## config.mk

```make
export PLATFORM = sky130hd
export DESIGN_NAME = dcache_direct_flat
export DESIGN_NICKNAME = d
export VERILOG_FILES = /design/src/rtl/dcache_pkg.sv /design/src/rtl/dcache_if.sv /design/src/rtl/dcache_line_array.sv /design/src/rtl/dcache_direct.sv /design/src/flat_wrapper.sv
export SDC_FILE = /design/constraint.sdc
export NUM_CORES = 2
export LEC_CHECK = 0
export ABC_AREA = 1
export CAP_MARGIN = 20
export CORE_MARGIN = 2
export CORE_UTILIZATION = 54
export CTS_BUF_LIST = sky130_fd_sc_hd__clkbuf_2
export CTS_CLUSTER_DIAMETER = 80
export CTS_CLUSTER_SIZE = 25
export DETAILED_ROUTE_END_ITERATION = 10
export HOLD_SLACK_MARGIN = 0.08
export PLACE_DENSITY = 0.78
export RECOVER_POWER = 100
export SYNTH_ARGS = -nofsm -noshare
export SYNTH_HDL_FRONTEND = slang
export SYNTH_SLANG_ARGS = --single-unit
export TNS_END_PERCENT = 5
```

## constraint.sdc

```tcl
create_clock -name clk -period 10.8 [get_ports clk]
set_input_delay 3.24 -clock clk [delete_from_list [all_inputs] [get_ports clk]]
set_output_delay 3.24 -clock clk [all_outputs]
set_load 0.1 [all_outputs]
```

## src/rtl/dcache_pkg.sv

```systemverilog
// dcache_pkg: shared state encoding and geometry for the D-cache.
// Index/tag widths are derived from the block count.
package dcache_pkg;

  typedef enum logic [1:0] {
    S_IDLE,
    S_WB,
    S_ALLOC
  } state_e;

  localparam int WORDS_PER_LINE = 4;
  localparam int OFFSET_W = 2;
  localparam int LINE_W = 128;
  localparam int ADDR_W = 30;
  localparam int MEM_ADDR_W = ADDR_W - OFFSET_W;

  function automatic int idx_w(input int n);
    return $clog2(n);
  endfunction

  function automatic int tag_w(input int n);
    return ADDR_W - OFFSET_W - $clog2(n);
  endfunction

endpackage

```

## src/rtl/dcache_if.sv

```systemverilog
// dcache_if: processor-side request bus plus memory-side block bus.
// slave = the cache, master = MEM stage and memory model.
interface dcache_if #(
  parameter int BIT_W = 32
);
  import dcache_pkg::*;

  logic                  proc_read;
  logic                  proc_write;
  logic [ADDR_W-1:0]     proc_addr;
  logic [BIT_W-1:0]      proc_wdata;
  logic [BIT_W-1:0]      proc_rdata;
  logic                  proc_stall;
  logic                  mem_read;
  logic                  mem_write;
  logic [MEM_ADDR_W-1:0] mem_addr;
  logic [LINE_W-1:0]     mem_wdata;
  logic [LINE_W-1:0]     mem_rdata;
  logic                  mem_ready;

  modport slave (
    input  proc_read, proc_write,
    input  proc_addr, proc_wdata,
    output proc_rdata, proc_stall,
    output mem_read, mem_write,
    output mem_addr, mem_wdata,
    input  mem_rdata, mem_ready
  );

  modport master (
    output proc_read, proc_write,
    output proc_addr, proc_wdata,
    input  proc_rdata, proc_stall,
    input  mem_read, mem_write,
    input  mem_addr, mem_wdata,
    output mem_rdata, mem_ready
  );

endinterface

```

## src/rtl/dcache_line_array.sv

```systemverilog
// dcache_line_array: valid/dirty/tag/data storage, combinational read,
// one write port doing either a word store or a full-line fill.
module dcache_line_array
  import dcache_pkg::*;
#(
  parameter int BIT_W      = 32,
  parameter int NUM_BLOCKS = 8,
  parameter int IDX_W      = 3,
  parameter int TAG_W      = 25
) (
  input  logic                 clk,
  input  logic                 rst,
  input  logic [IDX_W-1:0]     idx,
  output logic                 rd_valid,
  output logic                 rd_dirty,
  output logic [TAG_W-1:0]     rd_tag,
  output logic [WORDS_PER_LINE-1:0][BIT_W-1:0] rd_data,
  input  logic                 we_word,
  input  logic [OFFSET_W-1:0]  wr_off,
  input  logic [BIT_W-1:0]     wr_word,
  input  logic                 we_fill,
  input  logic [TAG_W-1:0]     fill_tag,
  input  logic [WORDS_PER_LINE-1:0][BIT_W-1:0] fill_data
);

  logic [NUM_BLOCKS-1:0] valid_q, valid_d;
  logic [NUM_BLOCKS-1:0] dirty_q, dirty_d;
  logic [TAG_W-1:0] tag_q [NUM_BLOCKS];
  logic [WORDS_PER_LINE-1:0][BIT_W-1:0] data_q [NUM_BLOCKS];

  assign rd_valid = valid_q[idx];
  assign rd_dirty = dirty_q[idx];
  assign rd_tag   = tag_q[idx];
  assign rd_data  = data_q[idx];

  always_comb begin
    valid_d = valid_q;
    dirty_d = dirty_q;
    if (we_fill) begin
      valid_d[idx] = 1'b1;
      dirty_d[idx] = 1'b0;
    end else if (we_word) begin
      dirty_d[idx] = 1'b1;
    end
  end

  always_ff @(posedge clk or posedge rst) begin
    if (rst) begin
      valid_q <= '0;
      dirty_q <= '0;
    end else begin
      valid_q <= valid_d;
      dirty_q <= dirty_d;
    end
  end

  // Payload arrays carry no reset; valid gates every use.
  always_ff @(posedge clk) begin
    if (we_fill) begin
      tag_q[idx]  <= fill_tag;
      data_q[idx] <= fill_data;
    end else if (we_word) begin
      data_q[idx][wr_off] <= wr_word;
    end
  end

endmodule

```

## src/rtl/dcache_direct.sv

```systemverilog
// dcache_direct: direct-mapped write-back/write-allocate D-cache.
// Define DCACHE_PERF_CNT_EN to add hit_cnt/miss_cnt counters.
module dcache_direct
  import dcache_pkg::*;
#(
  parameter int BIT_W      = 32,
  parameter int NUM_BLOCKS = 8
) (
  input  logic        clk,
  input  logic        rst,
`ifdef DCACHE_PERF_CNT_EN
  output logic [31:0] hit_cnt,
  output logic [31:0] miss_cnt,
`endif
  dcache_if.slave     bus
);

  localparam int IDX_W = idx_w(NUM_BLOCKS);
  localparam int TAG_W = tag_w(NUM_BLOCKS);

  typedef logic [WORDS_PER_LINE-1:0][BIT_W-1:0] line_t;

  state_e                state_q, state_d;
  logic [ADDR_W-1:0]     addr_q, addr_d;
  logic                  mem_read_q, mem_read_d;
  logic                  mem_write_q, mem_write_d;
  logic [MEM_ADDR_W-1:0] mem_addr_q, mem_addr_d;
  line_t                 mem_wdata_q, mem_wdata_d;

  logic                  idle, req, hit, miss_go;
  logic [ADDR_W-1:0]     cur_addr;
  logic [OFFSET_W-1:0]   off;
  logic [IDX_W-1:0]      idx;
  logic [TAG_W-1:0]      tag;
  logic                  rd_valid, rd_dirty;
  logic [TAG_W-1:0]      rd_tag;
  line_t                 rd_data;
  logic                  we_word, we_fill;

  // Outside S_IDLE the latched miss address steers the array.
  assign idle     = state_q == S_IDLE;
  assign req      = bus.proc_read | bus.proc_write;
  assign cur_addr = idle ? bus.proc_addr : addr_q;
  assign off      = cur_addr[OFFSET_W-1:0];
  assign idx      = cur_addr[OFFSET_W +: IDX_W];
  assign tag      = cur_addr[ADDR_W-1 -: TAG_W];
  assign hit      = rd_valid & (rd_tag == tag);
  assign miss_go  = idle & req & ~hit;
  assign we_word  = idle & bus.proc_write & hit;
  assign we_fill  = (state_q == S_ALLOC) & bus.mem_ready;

  dcache_line_array #(
    .BIT_W      (BIT_W),
    .NUM_BLOCKS (NUM_BLOCKS),
    .IDX_W      (IDX_W),
    .TAG_W      (TAG_W)
  ) u_lines (
    .clk       (clk),
    .rst       (rst),
    .idx       (idx),
    .rd_valid  (rd_valid),
    .rd_dirty  (rd_dirty),
    .rd_tag    (rd_tag),
    .rd_data   (rd_data),
    .we_word   (we_word),
    .wr_off    (off),
    .wr_word   (bus.proc_wdata),
    .we_fill   (we_fill),
    .fill_tag  (tag),
    .fill_data (line_t'(bus.mem_rdata))
  );

  always_comb begin
    state_d     = state_q;
    addr_d      = addr_q;
    mem_read_d  = mem_read_q;
    mem_write_d = mem_write_q;
    mem_addr_d  = mem_addr_q;
    mem_wdata_d = mem_wdata_q;
    unique case (state_q)
      S_IDLE: begin
        if (miss_go) begin
          addr_d = bus.proc_addr;
          if (rd_valid && rd_dirty) begin
            state_d     = S_WB;
            mem_write_d = 1'b1;
            mem_addr_d  = {rd_tag, idx};
            mem_wdata_d = rd_data;
          end else begin
            state_d    = S_ALLOC;
            mem_read_d = 1'b1;
            mem_addr_d = {tag, idx};
          end
        end
      end
      S_WB: begin
        if (bus.mem_ready) begin
          state_d     = S_ALLOC;
          mem_write_d = 1'b0;
          mem_wdata_d = '0;
          mem_read_d  = 1'b1;
          mem_addr_d  = {tag, idx};
        end
      end
      S_ALLOC: begin
        if (bus.mem_ready) begin
          state_d    = S_IDLE;
          mem_read_d = 1'b0;
          mem_addr_d = '0;
        end
      end
      default: begin
        state_d     = S_IDLE;
        mem_read_d  = 1'b0;
        mem_write_d = 1'b0;
        mem_addr_d  = '0;
        mem_wdata_d = '0;
      end
    endcase
  end

  always_ff @(posedge clk or posedge rst) begin
    if (rst) begin
      state_q     <= S_IDLE;
      addr_q      <= '0;
      mem_read_q  <= 1'b0;
      mem_write_q <= 1'b0;
      mem_addr_q  <= '0;
      mem_wdata_q <= '0;
    end else begin
      state_q     <= state_d;
      addr_q      <= addr_d;
      mem_read_q  <= mem_read_d;
      mem_write_q <= mem_write_d;
      mem_addr_q  <= mem_addr_d;
      mem_wdata_q <= mem_wdata_d;
    end
  end

  assign bus.proc_stall = idle ? (req & ~hit) : 1'b1;
  assign bus.proc_rdata = rd_data[off];
  assign bus.mem_read   = mem_read_q;
  assign bus.mem_write  = mem_write_q;
  assign bus.mem_addr   = mem_addr_q;
  assign bus.mem_wdata  = mem_wdata_q;

`ifdef DCACHE_PERF_CNT_EN
  logic [31:0] hit_cnt_q, hit_cnt_d;
  logic [31:0] miss_cnt_q, miss_cnt_d;

  always_comb begin
    hit_cnt_d  = hit_cnt_q;
    miss_cnt_d = miss_cnt_q;
    if (idle && req && hit && hit_cnt_q != '1)
      hit_cnt_d = hit_cnt_q + 32'd1;
    if (miss_go && miss_cnt_q != '1)
      miss_cnt_d = miss_cnt_q + 32'd1;
  end

  always_ff @(posedge clk or posedge rst) begin
    if (rst) begin
      hit_cnt_q  <= '0;
      miss_cnt_q <= '0;
    end else begin
      hit_cnt_q  <= hit_cnt_d;
      miss_cnt_q <= miss_cnt_d;
    end
  end

  assign hit_cnt  = hit_cnt_q;
  assign miss_cnt = miss_cnt_q;
`endif

endmodule

```

## src/flat_wrapper.sv

```systemverilog
// flat-port wrapper written by rule: the top's interface ports become plain ports
module dcache_direct_flat import dcache_pkg::*;
#(
  parameter int BIT_W      = 32,
  parameter int NUM_BLOCKS = 8
)
  (clk, rst, bus_proc_read, bus_proc_write, bus_proc_addr, bus_proc_wdata, bus_proc_rdata, bus_proc_stall, bus_mem_read, bus_mem_write, bus_mem_addr, bus_mem_wdata, bus_mem_rdata, bus_mem_ready);
  dcache_if #(.BIT_W(BIT_W)) bus_i ();
  input  logic clk;
  input  logic rst;
  input wire logic [$bits(bus_i.proc_read)-1:0] bus_proc_read;
  input wire logic [$bits(bus_i.proc_write)-1:0] bus_proc_write;
  input wire logic [$bits(bus_i.proc_addr)-1:0] bus_proc_addr;
  input wire logic [$bits(bus_i.proc_wdata)-1:0] bus_proc_wdata;
  output wire logic [$bits(bus_i.proc_rdata)-1:0] bus_proc_rdata;
  output wire logic [$bits(bus_i.proc_stall)-1:0] bus_proc_stall;
  output wire logic [$bits(bus_i.mem_read)-1:0] bus_mem_read;
  output wire logic [$bits(bus_i.mem_write)-1:0] bus_mem_write;
  output wire logic [$bits(bus_i.mem_addr)-1:0] bus_mem_addr;
  output wire logic [$bits(bus_i.mem_wdata)-1:0] bus_mem_wdata;
  input wire logic [$bits(bus_i.mem_rdata)-1:0] bus_mem_rdata;
  input wire logic [$bits(bus_i.mem_ready)-1:0] bus_mem_ready;
  assign bus_i.proc_read = bus_proc_read;
  assign bus_i.proc_write = bus_proc_write;
  assign bus_i.proc_addr = bus_proc_addr;
  assign bus_i.proc_wdata = bus_proc_wdata;
  assign bus_proc_rdata = bus_i.proc_rdata;
  assign bus_proc_stall = bus_i.proc_stall;
  assign bus_mem_read = bus_i.mem_read;
  assign bus_mem_write = bus_i.mem_write;
  assign bus_mem_addr = bus_i.mem_addr;
  assign bus_mem_wdata = bus_i.mem_wdata;
  assign bus_i.mem_rdata = bus_mem_rdata;
  assign bus_i.mem_ready = bus_mem_ready;
  dcache_direct #(.BIT_W(BIT_W), .NUM_BLOCKS(NUM_BLOCKS)) u_core (.clk(clk), .rst(rst), .bus(bus_i));
endmodule
```

After elaboration in Yosys (flattened, before gate mapping) --
Memory sizes are Yosys's and may differ from the RTL's. Index checks and enable logic that the tools add are counted.
Word-level totals: flip-flop bits (word level) 206, bits in latches 0, bits in writable memories 1224, bits in read-only memories 0, input port bits 195, output and inout bits 191, logic and storage cells 345, memories kept 2
Operators by class: add/subtract/negate cells 0, multiply operators 0, divide/modulo/power cells 0, $lt $le $gt $ge 4, equal/unequal tests 8, shifts and indexed selects 0, mux-type cells 169, bitwise operators 142, reductions and logical operators 9
Memories:
- u_core.u_lines.data_q | words 8, bits a word 128, read ports 1, clocked after memory_dff 0, write ports 1, RTL line dcache_line_array.sv:29 | logic [WORDS_PER_LINE-1:0][BIT_W-1:0] data_q [NUM_BLOCKS];
- u_core.u_lines.tag_q | words 8, bits a word 25, read ports 1, clocked after memory_dff 0, write ports 1, RTL line dcache_line_array.sv:28 | logic [TAG_W-1:0] tag_q [NUM_BLOCKS];
Operators by type and width (count):
- two-way mux 128 bit | 4
- one-hot mux 128 bit (3 select lines) | 1
- two-way mux 1 bit | 142
- OR 1 bit | 129
- two-way mux 28 bit | 4
- one-hot mux 28 bit (3 select lines) | 1
- binary-select mux 32 bit (select 2 bit) | 1
- demux 32 bit (select 2 bit) | 1
- two-way mux 32 bit | 2
- two-way mux 30 bit | 1
- equality test 25 bit | 1
- two-way mux 8 bit | 2
- OR 8 bit | 2
- inequality test 2 bit (second input constant) | 5
- AND 8 bit | 1
- two-way mux 2 bit | 4
- NOT 8 bit | 1
- AND reduction 4 bit | 2
- AND 1 bit | 7
- binary-select mux 1 bit (select 3 bit) | 2
- one-hot mux 1 bit (3 select lines) | 2
- one-hot mux 2 bit (3 select lines) | 1
- less-than comparator 3 x 4 -> 1 bit (second input constant) | 1
- demux 1 bit (select 3 bit) | 1
- 11 further kinds | 14

Logic depth before layout (Yosys ltp) --
depth in word-level cells 10, mapped depth 26, mapped depth without buffers 22

Cells and area by module --
From an unflattened synthesis, not the netlist that was laid out.
Second synthesis, totals: cells, all modules 7384, area, all modules 66331.1 sq um
Modules (own cells, without submodules):
- dcache_line_array | instances 1, cells an instance 5756, area each 55275.5 sq um
- dcache_direct | instances 1, cells an instance 1628, area each 11055.6 sq um

Least setup slack after synthesis --
Ideal clock, no wire load.
path type input to output, start point in bus_proc_addr[4], end point out bus_proc_rdata[23], arrival 5733 ps, required time 7560 ps, slack 1827 ps, stages 13, buffers on the path 3, path through inv_1 nand2_1 nand2_2 nor2_4 buf_2 nand2_1 inv_1 clkbuf_1 clkbuf_1 a221oi_1 nand4_1 nand2_1 nand4_1
On the way: longest elaborated chain between the ends 4
RTL lines:
- start: declaration | RTL line flat_wrapper.sv:13 | input wire logic [$bits(bus_i.proc_addr)-1:0] bus_proc_addr;
- two-way mux 30 bit | RTL line dcache_direct.sv:43 | assign cur_addr = idle ? bus.proc_addr : addr_q;
- memory read (8 x 128 bit)
- binary-select mux 32 bit (select 2 bit) | RTL line dcache_direct.sv:141 | assign bus.proc_rdata = rd_data[off];
- two-way mux 32 bit (implied by the code) | RTL line dcache_direct.sv:141
- end: declaration | RTL line flat_wrapper.sv:15 | output wire logic [$bits(bus_i.proc_rdata)-1:0] bus_proc_rdata;
No other way between the ends. The select of a mux whose other input is x is not followed.

Final worst setup path --
start point in bus_proc_addr[3], end point out bus_proc_rdata[8]
Same word-level chain as after synthesis.

==> flow_summary.ini <==
[routing]
firstDrtPassIters = 8
first_iter_violations = 7125
routed_wl_mm = 187
routedWlPerCell_um = 30.0
routed_via_density = 6.54
ant_nets = 0
vias = 40800
drc = 0

[floorplan]
coreArea_um2 = 104000
fp.dieW_um = 328
io_pins = 386
die_h_um = 328
start_util = 0.545
fp-row-count = 118
die-area_um2 = 107000

[setup_path]
startpoint = bus_proc_addr[3]
rrSetupSlack_ns = 1.82
path_class = in2out
crit_path_cell_trace = dlygate4sd3_1 -> nand2_1 -> nand2_1 -> nand2_1 -> nor2_4 -> clkbuf_1 -> buf_4 -> a22oi_1 -> nand4_1 -> nand2_1 -> nand4_1 -> clkbuf_2
slowest_stage = nor2_4
worstRegToRegCells = 19
crit_family = simple AND/OR/NAND/NOR gates
worstPathMaxFanout = 16
critPathArrivalTime_ns = 7.22
rr_endpoint = u_core.u_lines.data_q[6][40]
cp.buffers_inverters = 4
r2r_start = u_core.state_q[1]
cp.required_ns = 7.56
crit_top_cell = nand2_1
crit_path_end_kind = output port
critPathMaxStageDelay_ns = 0.66
critPathLaunchType = primary input

[timing]
finClkSkew_ns = 0.213
tightestPinTransition_ns = 5.21
rsz0062_at_grt = false
timing_hold_violations_final = 0
fin_crit_sh = 0.968
relSlewSlack = -2.47
fin_tns_setup_ns = 0
slew_viol_final = 1920
setup_viol = 0
max_freq_ghz = 0.0956
period_needed_ns = 10.46

[synth]
ys.flop_type = edfxtp_1
synth_area_um2 = 56500
synthTopCellsByCount = nand2_1 (1,232), edfxtp_1 (1,224), a22oi_1 (378)
syn_nets = 4630
syn_area_per_cell_um2 = 12.7
synth_edf_count = 1224
synth_cell_types = 34
ys_ff_latch = 1430
synth_top_area_frac = 0.650
async_flop_share = 0.144
synth_largest_area_cell = edfxtp_1
synth_warnings = 0
yosys-top-cells-area = edfxtp_1 (65%), dfrtp_1 (9.1%), nand2_1 (8.2%)
synth_seq_area_share = 0.741
synthCells = 4435
synth.most_common_cell = nand2_1

[global_routing]
track_usage = 0.344
antenna_found_initial = 23
overflow = 0
grt_max_degree = 110
grt_pass1_wl_mm = 265
grt_pass1_vias = 37600

[placed_design]
post-place-cells = 6098
dpl_cell_area_um2 = 63300
dp_hpwl_mm = 126
io_buffers = 385
place.gp.congestion = 0.960

[layout]
finish.instance_area_um2 = 63100
nets = 4989
area_growth_pct = 11.6
instances_no_fill = 6239
drive_gt1_frac = 0.0627
fillerInstances = 7916

[cts]
htreeDepth = 3
path_clk_slew_ns = 0.43
cts_root_buffer = clkbuf_2
postCtsHoldBufs = 0
clk_latency_ns = 1.49
cts_buffers = 69
clock-sinks = 1430
cts_tree = yes
cts_buffer_depth = 3
cts_setup_buffers = 0
post_cts_resized = 0

[status]
outcome = complete, but fails checks
violations = capacitance limit, slew limit

[hold_path]
holdPathEnd = u_core.u_lines.valid_q[2]
hold_path_class = reg2reg
holdPathStages = 2
hp-start = u_core.u_lines.valid_q[2]

[run]
drv_cap = 62
[worst max path at each step]
stage / to / slack, ns / depth (start not counted)
after floorplan: bus_proc_rdata[23] / 1.83 / 13
after global placement: bus_proc_rdata[7] / 0.83 / 13
after detailed placement: bus_proc_rdata[7] / 0.79 / 13
after global routing: u_core.u_lines.data_q[1][111] / 0.32 / 18
final: bus_proc_rdata[8] / 0.34 / 12
after CTS: bus_proc_rdata[7] / 0.76 / 13
[kinds of logic after synthesis]
kind of cell           synth area share
AO/OA/AOI/OAI                    0.0866
flip-flops                        0.741
XOR/XNOR                       0.000155
AND/OR/NAND/NOR                   0.137
buffers and inverters            0.0352
[layer usage]
| metal | track usage | vias to the layer above | share of wire |
|---|---|---|---|
| met3 | 0.101 | 581 | 0.15 |
| met4 | 0.204 | 36 | 0.069 |
| li1 | - | 16900 | - |
| met1 | 0.455 | 19600 | 0.34 |
| met5 | 0 | - | 0.0012 |
| met2 | 0.510 | 3684 | 0.44 |
[cell type report]
type	count	area (um^2)	area share
Sequential cell	1430	41900	0.664
Inverter	205	788	0.0125
Clock buffer	113	566	0.00896
Antenna cell	11	27.5	0.000436
Clock inverter	12	133	0.00210
Tap cell	1380	1730	0.0274
Timing Repair Buffer	561	5180	0.0821
Multi-Input combinational cell	2527	12800	0.202
[flip-flops by register name, indices dropped and copies added, names as in the netlist, named ones only]
| register | cells |
|---|---|
| u_core.u_lines.data_q | 1024 |
| u_core.u_lines.tag_q | 200 |
| u_core.bus.mem_wdata | 128 |
| u_core.addr_q | 30 |
| u_core.bus.mem_addr | 28 |
| u_core.u_lines.valid_q | 8 |
| u_core.state_q | 2 |
| u_core.bus.mem_read | 1 |
| u_core.bus.mem_write | 1 |
[tightest hold or removal path, cell delays in order, from the launching register on]
cell	delay [ns]
dfrtp_1	0.42
inv_1	0.05
o21ai_0	0.06
[stage by stage]
stage / worst slack, ns / util / hold slack (ns)
2_1_floorplan: 1.83 / - / 0.424
3_3_place_gp: 0.830 / 0.610 / 0.439
3_5_place_dp: 0.786 / 0.611 / 0.447
4_1_cts: 0.759 / 0.617 / 0.510
5_1_grt: 0.321 / 0.608 / 0.531
6_report: 0.343 / 0.609 / 0.511
[layout by cell type (no fill, tap or decap), drive strengths merged]
cell and count:
nand2 1235, edfxtp 1224, a22oi 378, nand4 265, o21ai 218, clkbuf 214
inv 207, dfrtp 206, dlygate4sd3 186, nand3 178, clkdlybuf4s50 166, nor2 113
buf 108, a221oi 55, a21oi 44, o221ai 19, diode 11, clkinv 7
a22o 6, or2 4, nor3 3, o211ai 3, nand3b 2, o22ai 2
clkinvlp 2, xor2 1, a21o 1, bufinv 1
Power is left out: the tool's default activity adds up to more than one toggle a clock period on the data nets, which glitch-free logic cannot reach.
